<file path="config.mk">
export PLATFORM = sky130hd
export DESIGN_NAME = spi_xfer_ctrl
export DESIGN_NICKNAME = d
export VERILOG_FILES = /design/src/rtl/spi_ctrl_pkg.sv /design/src/rtl/spi_rr_arbiter.sv /design/src/rtl/spi_xfer_ctrl.sv
export SDC_FILE = /design/constraint.sdc
export NUM_CORES = 1
export LEC_CHECK = 0
export ABC_AREA = 0
export BUFFER_PORTS_ARGS = -buffer_cell sky130_fd_sc_hd__buf_2
export CAP_MARGIN = 25
export CORE_AREA = 2 2 61 68
export CTS_CLUSTER_DIAMETER = 80
export DETAILED_ROUTE_END_ITERATION = 8
export DIE_AREA = 0 0 63 70
export PLACE_DENSITY = 0.83
export SLEW_MARGIN = 25
export SYNTH_ARGS = -nofsm -noshare
export SYNTH_HDL_FRONTEND = slang
export SYNTH_HIERARCHICAL = 1
export SYNTH_SLANG_ARGS = --single-unit
</file>
<file path="constraint.sdc">
create_clock -name clk_i -period 1.9 [get_ports clk_i]
set_clock_uncertainty 0.05 [all_clocks]
set_input_delay 0.19 -clock clk_i [delete_from_list [all_inputs] [get_ports clk_i]]
set_output_delay 0.19 -clock clk_i [all_outputs]
set_load 0.005 [all_outputs]
</file>
<file path="src/rtl/spi_ctrl_pkg.sv">
// Shared types and constants for the SPI transfer controller.
// Holds the FSM state encoding, chip-select count and default CS timing.
package spi_ctrl_pkg;

  localparam int NUM_CS       = 4;
  localparam int CS_SETUP_DEF = 4;
  localparam int CS_HOLD_DEF  = 4;

  typedef enum logic [2:0] {
    ST_IDLE,
    ST_CS_SETUP,
    ST_LOAD,
    ST_WAIT_BUSY,
    ST_WAIT_DONE,
    ST_CS_HOLD
  } state_t;

  // Active-low one-hot chip select for a given index.
  function automatic logic [NUM_CS-1:0] cs_decode_n(input logic [1:0] sel);
    cs_decode_n = ~(NUM_CS'(1) << sel);
  endfunction

endpackage

</file>
<file path="src/rtl/spi_rr_arbiter.sv">
// Round-robin arbiter: one-hot grant searching from the index after the last winner.
// The pointer only moves on the advance strobe, so a grant is held stable until then.
module spi_rr_arbiter #(
  parameter int N = 2
) (
  input  logic         clk_i,
  input  logic         reset_i,
  input  logic [N-1:0] req_i,
  input  logic         advance_i,
  output logic [N-1:0] grant_o
);

  localparam int IDX_W = (N > 1) ? $clog2(N) : 1;

  logic [IDX_W-1:0] r_last;
  logic [IDX_W-1:0] w_idx;
  logic [IDX_W-1:0] w_cand;

  // Walk from farthest to nearest so the nearest requester after r_last wins.
  always_comb begin
    grant_o = '0;
    w_idx   = r_last;
    w_cand  = r_last;
    for (int off = N; off >= 1; off--) begin
      w_cand = IDX_W'((int'(r_last) + off) % N);
      if (req_i[w_cand]) begin
        grant_o         = '0;
        grant_o[w_cand] = 1'b1;
        w_idx           = w_cand;
      end
    end
  end

  // Pointer resets to the top index so index 0 is searched first.
  always_ff @(posedge clk_i or negedge reset_i) begin
    if (!reset_i) begin
      r_last <= IDX_W'(N - 1);
    end else if (advance_i && |req_i) begin
      r_last <= w_idx;
    end
  end

endmodule

</file>
<file path="src/rtl/spi_xfer_ctrl.sv">
// Multi-requester SPI transaction controller: arbitrates, frames chip select and
// sequences bytes through a shared SPI byte master.
module spi_xfer_ctrl
  import spi_ctrl_pkg::*;
#(
  parameter int NUM_REQ      = 2,
  parameter int CS_SETUP_CYC = CS_SETUP_DEF,
  parameter int CS_HOLD_CYC  = CS_HOLD_DEF
) (
  input  logic                 clk_i,
  input  logic                 reset_i,
  input  logic [NUM_REQ-1:0]   req_i,
  input  logic [NUM_REQ*4-1:0] len_i,
  input  logic [NUM_REQ*2-1:0] cs_sel_i,
  input  logic [NUM_REQ*8-1:0] wdata_i,
  output logic [NUM_REQ-1:0]   wdata_pop_o,
  output logic [7:0]           rdata_o,
  output logic [NUM_REQ-1:0]   rdata_valid_o,
  output logic [NUM_REQ-1:0]   grant_o,
  output logic [NUM_REQ-1:0]   done_o,
  input  logic [7:0]           mode_cfg_i,
  output logic [1:0]           mode_o,
  output logic                 tx_data_valid_o,
  output logic [7:0]           tx_data_o,
  input  logic                 tx_ready_i,
  input  logic [7:0]           rx_data_i,
  output logic [NUM_CS-1:0]    cs_n_o
);

  localparam int CYC_MAX = (CS_SETUP_CYC > CS_HOLD_CYC) ? CS_SETUP_CYC : CS_HOLD_CYC;
  localparam int CYC_W   = $clog2(CYC_MAX + 1);
  localparam logic [CYC_W-1:0] SETUP_LAST = CYC_W'(CS_SETUP_CYC - 1);
  localparam logic [CYC_W-1:0] HOLD_LAST  = CYC_W'(CS_HOLD_CYC - 1);

  state_t               r_state, w_next;
  logic [CYC_W-1:0]     r_cyc;
  logic [3:0]           r_bytes;
  logic [1:0]           r_cs, r_mode;
  logic [7:0]           r_rdata;
  logic [NUM_REQ-1:0]   r_grant, r_rdata_valid, r_done;

  logic [NUM_REQ-1:0]   w_arb_grant;
  logic                 w_advance, w_fire, w_byte_done;
  logic [3:0]           w_len;
  logic [1:0]           w_cs;
  logic [7:0]           w_wdata;

  spi_rr_arbiter #(.N(NUM_REQ)) u_arb (
    .clk_i     (clk_i),
    .reset_i   (reset_i),
    .req_i     (req_i),
    .advance_i (w_advance),
    .grant_o   (w_arb_grant)
  );

  // Grants are one-hot, so a plain overwrite selects the winner's fields.
  always_comb begin
    w_len   = '0;
    w_cs    = '0;
    w_wdata = '0;
    for (int i = 0; i < NUM_REQ; i++) begin
      if (w_arb_grant[i]) begin
        w_len = len_i[i*4 +: 4];
        w_cs  = cs_sel_i[i*2 +: 2];
      end
      if (r_grant[i]) w_wdata = wdata_i[i*8 +: 8];
    end
  end

  // NOTE: every output of this block gets a default first, so no path infers a latch.
  always_comb begin
    w_next    = r_state;
    w_advance = 1'b0;
    w_fire    = 1'b0;
    case (r_state)
      ST_IDLE: begin
        if (|req_i) begin
          w_advance = 1'b1;
          w_next    = ST_CS_SETUP;
        end
      end
      ST_CS_SETUP:  if (r_cyc == SETUP_LAST) w_next = ST_LOAD;
      ST_LOAD: begin
        if (tx_ready_i) begin
          w_fire = 1'b1;
          w_next = ST_WAIT_BUSY;
        end
      end
      ST_WAIT_BUSY: if (!tx_ready_i) w_next = ST_WAIT_DONE;
      ST_WAIT_DONE: if (tx_ready_i) w_next = (r_bytes == 4'd0) ? ST_CS_HOLD : ST_LOAD;
      ST_CS_HOLD:   if (r_cyc == HOLD_LAST) w_next = ST_IDLE;
      default:      w_next = ST_IDLE;
    endcase
  end

  assign w_byte_done = (r_state == ST_WAIT_DONE) && tx_ready_i;

  // NOTE: sequential state is updated with non-blocking assignments only.
  always_ff @(posedge clk_i or negedge reset_i) begin
    if (!reset_i) begin
      r_state       <= ST_IDLE;
      r_cyc         <= '0;
      r_bytes       <= '0;
      r_cs          <= '0;
      r_mode        <= '0;
      r_rdata       <= '0;
      r_grant       <= '0;
      r_rdata_valid <= '0;
      r_done        <= '0;
    end else begin
      r_state       <= w_next;
      r_cyc         <= (w_next != r_state) ? '0 : r_cyc + CYC_W'(1);
      r_rdata_valid <= '0;
      r_done        <= '0;
      if (w_advance) begin
        r_grant <= w_arb_grant;
        r_bytes <= w_len;
        r_cs    <= w_cs;
        r_mode  <= mode_cfg_i[{w_cs, 1'b0} +: 2];
      end
      if (w_byte_done) begin
        r_rdata       <= rx_data_i;
        r_rdata_valid <= r_grant;
        // Saturate at zero so a 16-byte transfer never wraps the counter.
        if (r_bytes != 4'd0) r_bytes <= r_bytes - 4'd1;
      end
      if (r_state == ST_CS_HOLD && w_next == ST_IDLE) begin
        r_done  <= r_grant;
        r_grant <= '0;
      end
    end
  end

  // CS decodes straight from the state register so an async reset releases it at once.
  assign cs_n_o          = (r_state == ST_IDLE) ? '1 : cs_decode_n(r_cs);
  assign tx_data_valid_o = w_fire;
  assign tx_data_o       = (r_state == ST_LOAD) ? w_wdata : 8'h00;
  assign wdata_pop_o     = r_grant & {NUM_REQ{w_fire}};
  assign grant_o         = r_grant;
  assign done_o          = r_done;
  assign rdata_valid_o   = r_rdata_valid;
  assign rdata_o         = r_rdata;
  assign mode_o          = r_mode;

endmodule

</file>
==> results of run 1 <==
==> metal layers <==
metal / GRT usage [%] / share of wire (%) / up-vias
li1: - / - / 769
met1: 21.0 / 45 / 698
met2: 30.3 / 47 / 58
met3: 4.99 / 5.9 / 7
met4: 6.91 / 1.8 / 0
met5: 0 / 0 / -
==> kinds of logic (layout without fill, tap and decap cells) <==
kind of cell	after synthesis	count (layout)	share of synthesized area, %
AO/OA/AOI/OAI	37	37	17.4
adder cells (fa/ha/maj)	3	3	2.33
buffers and inverters	14	102	4.50
flip-flops	29	29	45.1
multiplexers	12	12	8.07
AND/OR/NAND/NOR	72	72	22.7
==> final cells by class <==
| cell class | count | area, um2 | share of cell area [%] |
|---|---|---|---|
| inverters | 6 | 22.5 | 1.03 |
| multi-input cells | 124 | 827 | 37.8 |
| clock inverters | 2 | 10.0 | 0.457 |
| well taps | 52 | 65.1 | 2.97 |
| flip-flops and latches | 29 | 727 | 33.2 |
| repair buffers | 88 | 465 | 21.3 |
| clock buffers | 6 | 72.6 | 3.31 |
==> state kept, by name, indices dropped and copies added (netlist names) <==
| signal | count |
|---|---|
| mode_o | 2 |
| r_cyc | 3 |
| grant_o | 2 |
| u_arb/r_last | 1 |
| r_cs | 2 |
| r_bytes | 4 |
| r_state | 3 |
| rdata_o | 8 |
| rdata_valid_o | 2 |
| done_o | 2 |
==> critical path, stage by stage (launching register included) <==
cell and delay [ps]:
dfrtp_1 410, inv_1 90, ha_1 200, or3b_1 390
nand2_1 180, o22ai_1 100, a31o_2 230
==> what timing repair did <==
item | CTS | global route
gates cloned | 0 | 0
buffers inserted | 0 | 1
hold buffers | 1 | 0
gates resized for setup | 1 | 5
endpoints found under the hold margin | 28 | 0
pin swaps | 0 | 1
setup endpoints to repair | 2 | 13
==> cells in the final DEF (no fill, tap or decap), types with 2 or more instances in the layout <==
cell	instances
buf_2	79
dfrtp_1	28
nand2_1	22
nor2_1	19
a22oi_1	8
mux2_2	8
buf_4	8
nand2b_1	6
inv_1	6
and2_1	6
a21oi_1	5
clkbuf_8	5
mux2i_1	4
nand3b_1	3
nand3_1	3
ha_1	3
o22ai_1	2
nor2b_2	2
or3_1	2
o221ai_1	2
clkinv_2	2
==> stage by stage <==
step	worst slack [ps]	util (%)	hold slack, ps	instance area, um2	std cells
2_1_floorplan	175	-	-156	1610	167
4_1_cts	2.39	56.9	64.7	2170	306
3_5_place_dp	58.5	54.4	199	2080	297
3_3_place_gp	164	54.4	192	2080	297
6_report	130	57.4	78.9	2190	307
5_1_grt	13.3	57.4	84.3	2190	307
==> power by group <==
part	switching [mW]	leakage (nW)	total [mW]	internal, mW
sequential	0.203	0.371	1.07	0.865
combinational	0.612	0.720	1.24	0.631
clock	0.226	0.0450	0.479	0.253
==> worst min-delay path by stage <==
stage / start / to / slack [ps]
after global placement: reset_i / rdata_o[6]$_DFFE_PN0P_ / 190
after floorplan: reset_i / done_o[0]$_DFF_PN0_ / -160
after detailed placement: reset_i / rdata_o[5]$_DFFE_PN0P_ / 200
after global routing: rx_data_i[5] / rdata_o[5]$_DFFE_PN0P_ / 80
after CTS: req_i[0] / u_arb/r_last$_DFFE_PN1P_ / 60
final: req_i[0] / u_arb/r_last$_DFFE_PN1P_ / 80
==> impl_metrics.json, run 1 <==
{
  "ant_nets": 0,
  "outcome": "completed",
  "yosysUniqueCellTypes": 46,
  "die_y_um": 70,
  "synth_fp_nets": 219,
  "fp.dieArea_mm2": 0.00441,
  "cts_tree": "yes",
  "max_freq_mhz": 565,
  "hold_violations": 0,
  "clockBufferDepth": 2,
  "hold_depth": 2,
  "io_buffers": 79,
  "core_mm2": 0.00381,
  "cp-startpoint": "r_bytes[0]$_DFF_PN0_",
  "overflow": 0,
  "r2r_cells": 6,
  "grt_pass1_wl_um": 6280,
  "synth_edf_count": 0,
  "antenna_found_initial": 0,
  "ys_ff_latch": 29,
  "first_global_vias": 1464,
  "min_period_over_period_pct": 93.2,
  "drt_iter0_drc": 71,
  "r2r_end": "r_bytes[0]$_DFF_PN0_",
  "die_x_um": 63,
  "clockRootBuffer": "clkbuf_8",
  "totalWireLength_um": 3570,
  "cts_buffers": 5,
  "nets": 306,
  "crit_fanout": 6,
  "p_leak_nw": 1.14,
  "rows": 24,
  "synth_top_cells_by_area": "dfrtp_1, mux2_2, nand2_1",
  "cellPowerDensity_mw_per_mm2": 1270,
  "synth_flop_cell": "dfrtp_1",
  "vdd_drop_max_mv": 0.735,
  "clk_latency_ps": 280,
  "arrival_ps": 1890,
  "yosysWarnings": 6,
  "setup.worst_path.end_class": "flip-flop",
  "h-tree-depth": 2,
  "yosys.area.top_type": "dfrtp_1",
  "vias": 1532,
  "gp_congestion": 0.773,
  "n_antenna_cell": 0,
  "areaGrowthSynthToFinish_pct": 35.8,
  "cp.required_ps": 2020,
  "dp_hpwl_um": 2690,
  "totalPowerFinal_mw": 2.79,
  "drt-wirelength-per-cell_um": 11.6,
  "reg2reg_from": "r_bytes[0]$_DFF_PN0_",
  "timing.final.crit_period_ps": 1770,
  "drt_pass1_iterations": 4,
  "vias_per_cell": 4.99,
  "avgSynthCellArea_um2": 9.66,
  "nFillCells": 367,
  "synth_cells": 167,
  "setup_violations": 0,
  "grtUsageTotal_pct": 17.7,
  "grt_setup_unrepaired": "false",
  "tns_ps": 0,
  "path_clk_slew_ps": 60,
  "regToRegSetupSlack_ps": 130,
  "ios": 80,
  "cp-start-kind": "flip-flop",
  "syn_area_mm2": 0.00161,
  "cts.sinks": 29,
  "drv_cap": 0,
  "drc": 0,
  "hp-class": "primary input to flip-flop",
  "ys_seq_area_share_pct": 45.1,
  "synth_commonest_cells": "dfrtp_1, nand2_1, nor2_1, a22oi_1, mux2_2",
  "grt_start_max_net_pins": 30,
  "layout-drive-gt1-share_pct": 43.9,
  "async_reset_ff_share_pct": 100,
  "start_util_pct": 42.3,
  "cp-endpoint": "r_bytes[0]$_DFF_PN0_",
  "slew_violations": 0,
  "synth_top_area_share_pct": 43.4,
  "synth_most_common_cell": "dfrtp_1",
  "tightestPinTransition_ps": 626,
  "slew_headroom_pct": 58.3,
  "critPathKind": "flip-flop to flip-flop"
}
No activity file was read; power rests on OpenSTA's default activity.
==> run 2: changes to the inputs <==
Settings changed: RECOVER_POWER set to 100.
==> run 2 against run 1 <==
Net effect:
- critical path type is now flip-flop to output pin
- die area unchanged
- sequential share of layout area grew 0.44 points
- cell area is 1.3% lower
- combinational power about the same
- highest routed layer unchanged
==> impl_metrics.json, run 2 (synthesis results as in run 1) <==
{
  "nets": 306,
  "dp_hpwl_um": 2690,
  "fp.dieArea_mm2": 0.00441,
  "tns_ps": 0,
  "final_cell_mix": "buf_2, dfrtp_1, nand2_1",
  "highest_layer": "met4",
  "n_antenna_cell": 0,
  "critPathKind": "flip-flop to output pin",
  "grt_setup_unrepaired": "false",
  "fin_util_pct": 56.7,
  "r2r_cells": 6,
  "cts.sinks": 29,
  "die_x_um": 63,
  "cp-start-kind": "flip-flop",
  "whs_endpoint": "u_arb/r_last$_DFFE_PN1P_",
  "grt_start_max_net_pins": 30,
  "first_global_vias": 1464,
  "clockPowerShare_pct": 17.3,
  "setup.worst_path.end_class": "output pin",
  "cp.required_ps": 1660,
  "final_area_mm2": 0.00216,
  "slowest_delay_ps": 470,
  "overflow": 0,
  "rows": 24,
  "arrival_ps": 1550,
  "drt_iter0_drc": 93,
  "instances_no_fill": 307,
  "totalWireLength_um": 3550,
  "seq_power_share_pct": 38.9,
  "vdd_drop_max_mv": 0.718,
  "clockRootBuffer": "clkbuf_8",
  "cp_slowest_cell": "dfrtp_1",
  "areaGrowthSynthToFinish_pct": 34.0,
  "drt_pass1_iterations": 4,
  "hold_path.startpoint": "req_i[0]",
  "place_area_mm2": 0.00208,
  "clockBufferDepth": 2,
  "drv_cap": 0,
  "outcome": "completed",
  "combPwrFrac_pct": 43.8,
  "wl_met1_um": 1580,
  "timing.final.crit_period_ps": 1790,
  "grtUsageTotal_pct": 17.7,
  "antenna_found_initial": 0,
  "cellPowerDensity_mw_per_mm2": 1270,
  "die_y_um": 70,
  "ios": 80,
  "p_int_mw": 1.71,
  "vias_per_cell": 5.01,
  "max_freq_mhz": 559,
  "start_util_pct": 42.3,
  "post-place-ws_ps": 58.5,
  "r2r_end": "r_bytes[0]$_DFF_PN0_",
  "slew_violations": 0,
  "hold_depth": 2,
  "swShare_pct": 37.7,
  "h-tree-depth": 2,
  "largest_reg_flops": 8,
  "cp_top_family": "simple AND/OR/NAND/NOR gates",
  "setup_violations": 0,
  "gp_congestion": 0.773,
  "final_common_cell": "buf_2",
  "path_cells": "clkbuf_2 > or3_1 > nand3_1 > clkbuf_1",
  "fin_ws_ps": 112,
  "vias": 1539,
  "layout-drive-gt1-share_pct": 38.4,
  "crit_fanout": 7,
  "hold_violations": 0,
  "switching_power_mw": 1.04,
  "tightestPinTransition_ps": 697,
  "met2_length_um": 1700,
  "p_leak_nw": 1.08,
  "path_clk_slew_ps": 60,
  "regToRegSetupSlack_ps": 140,
  "wl_met3_um": 215,
  "cts_tree": "yes",
  "placed_cells": 297,
  "nFillCells": 380,
  "min_period_over_period_pct": 94.1,
  "slew_headroom_pct": 53.5,
  "ant_nets": 0,
  "hp-class": "primary input to flip-flop",
  "drc": 0,
  "clk_latency_ps": 280,
  "core_mm2": 0.00381,
  "io_buffers": 79,
  "drt-wirelength-per-cell_um": 11.6,
  "grt_pass1_wl_um": 6280,
  "reg2reg_from": "r_bytes[0]$_DFF_PN0_",
  "critPathBufInv": 2,
  "cts_buffers": 5
}
run 2: worst reg2reg max path: cells and delay by family (launching register included):
family	cells	cell delay [ps]
simple gates	2	570
buf+inv	1	90
fa+ha+maj	1	200
flops	1	410
compound gates	2	330
run 2: power by group through the flow:
stage | registers, mW | logic (mW) | clock network, mW
floorplan | 1.03 | 0.854 | 0
global placement | 1.06 | 1.19 | 0
detailed placement | 1.07 | 1.23 | 0
CTS | 1.07 | 1.24 | 0.492
global route | 1.10 | 1.39 | 0.528
finish | 1.07 | 1.21 | 0.476
run 2: stage by stage:
stage	hold WS (ps)	power, mW
6_report	81.9	2.75
5_1_grt	84.3	3.02
4_1_cts	64.7	2.79
3_5_place_dp	199	2.30
3_3_place_gp	192	2.25
2_1_floorplan	-156	1.88
run 2: worst max path at each step:
stage	cells past startpoint	from	slack (ps)	to
floorplan	6	u_arb/r_last$_DFFE_PN1P_	180	mode_o[0]$_DFFE_PN0P_
global placement	7	u_arb/r_last$_DFFE_PN1P_	160	mode_o[1]$_DFFE_PN0P_
detailed placement	5	u_arb/r_last$_DFFE_PN1P_	60	mode_o[1]$_DFFE_PN0P_
CTS	6	r_state[0]$_DFF_PN0_	2	wdata_pop_o[1]
global route	6	r_state[0]$_DFF_PN0_	10	wdata_pop_o[1]
finish	4	r_state[1]$_DFF_PN0_	110	cs_n_o[3]
run 2: cell type report:
type / count / area (um2) / share of cell area, %
multi-input cells: 124 / 825 / 38.2
flip-flops and latches: 29 / 727 / 33.6
repair buffers: 88 / 439 / 20.3
clock buffers: 6 / 72.6 / 3.36
well taps: 52 / 65.1 / 3.01
inverters: 6 / 22.5 / 1.04
clock inverters: 2 / 10.0 / 0.463
run 2: routing by layer:
metal / vias to the layer above / global-route usage [%]
li1: 773 / -
met4: 0 / 6.91
met3: 5 / 4.99
met5: - / 0
met1: 705 / 21.0
met2: 56 / 30.3
run 2: timing repair:
action                     CTS  global route
setup endpoints to repair    2            13
pin swaps                    0             1
hold endpoints to repair    28             0
hold buffers                 1             0
resized for setup            1             5
setup buffers                0             1
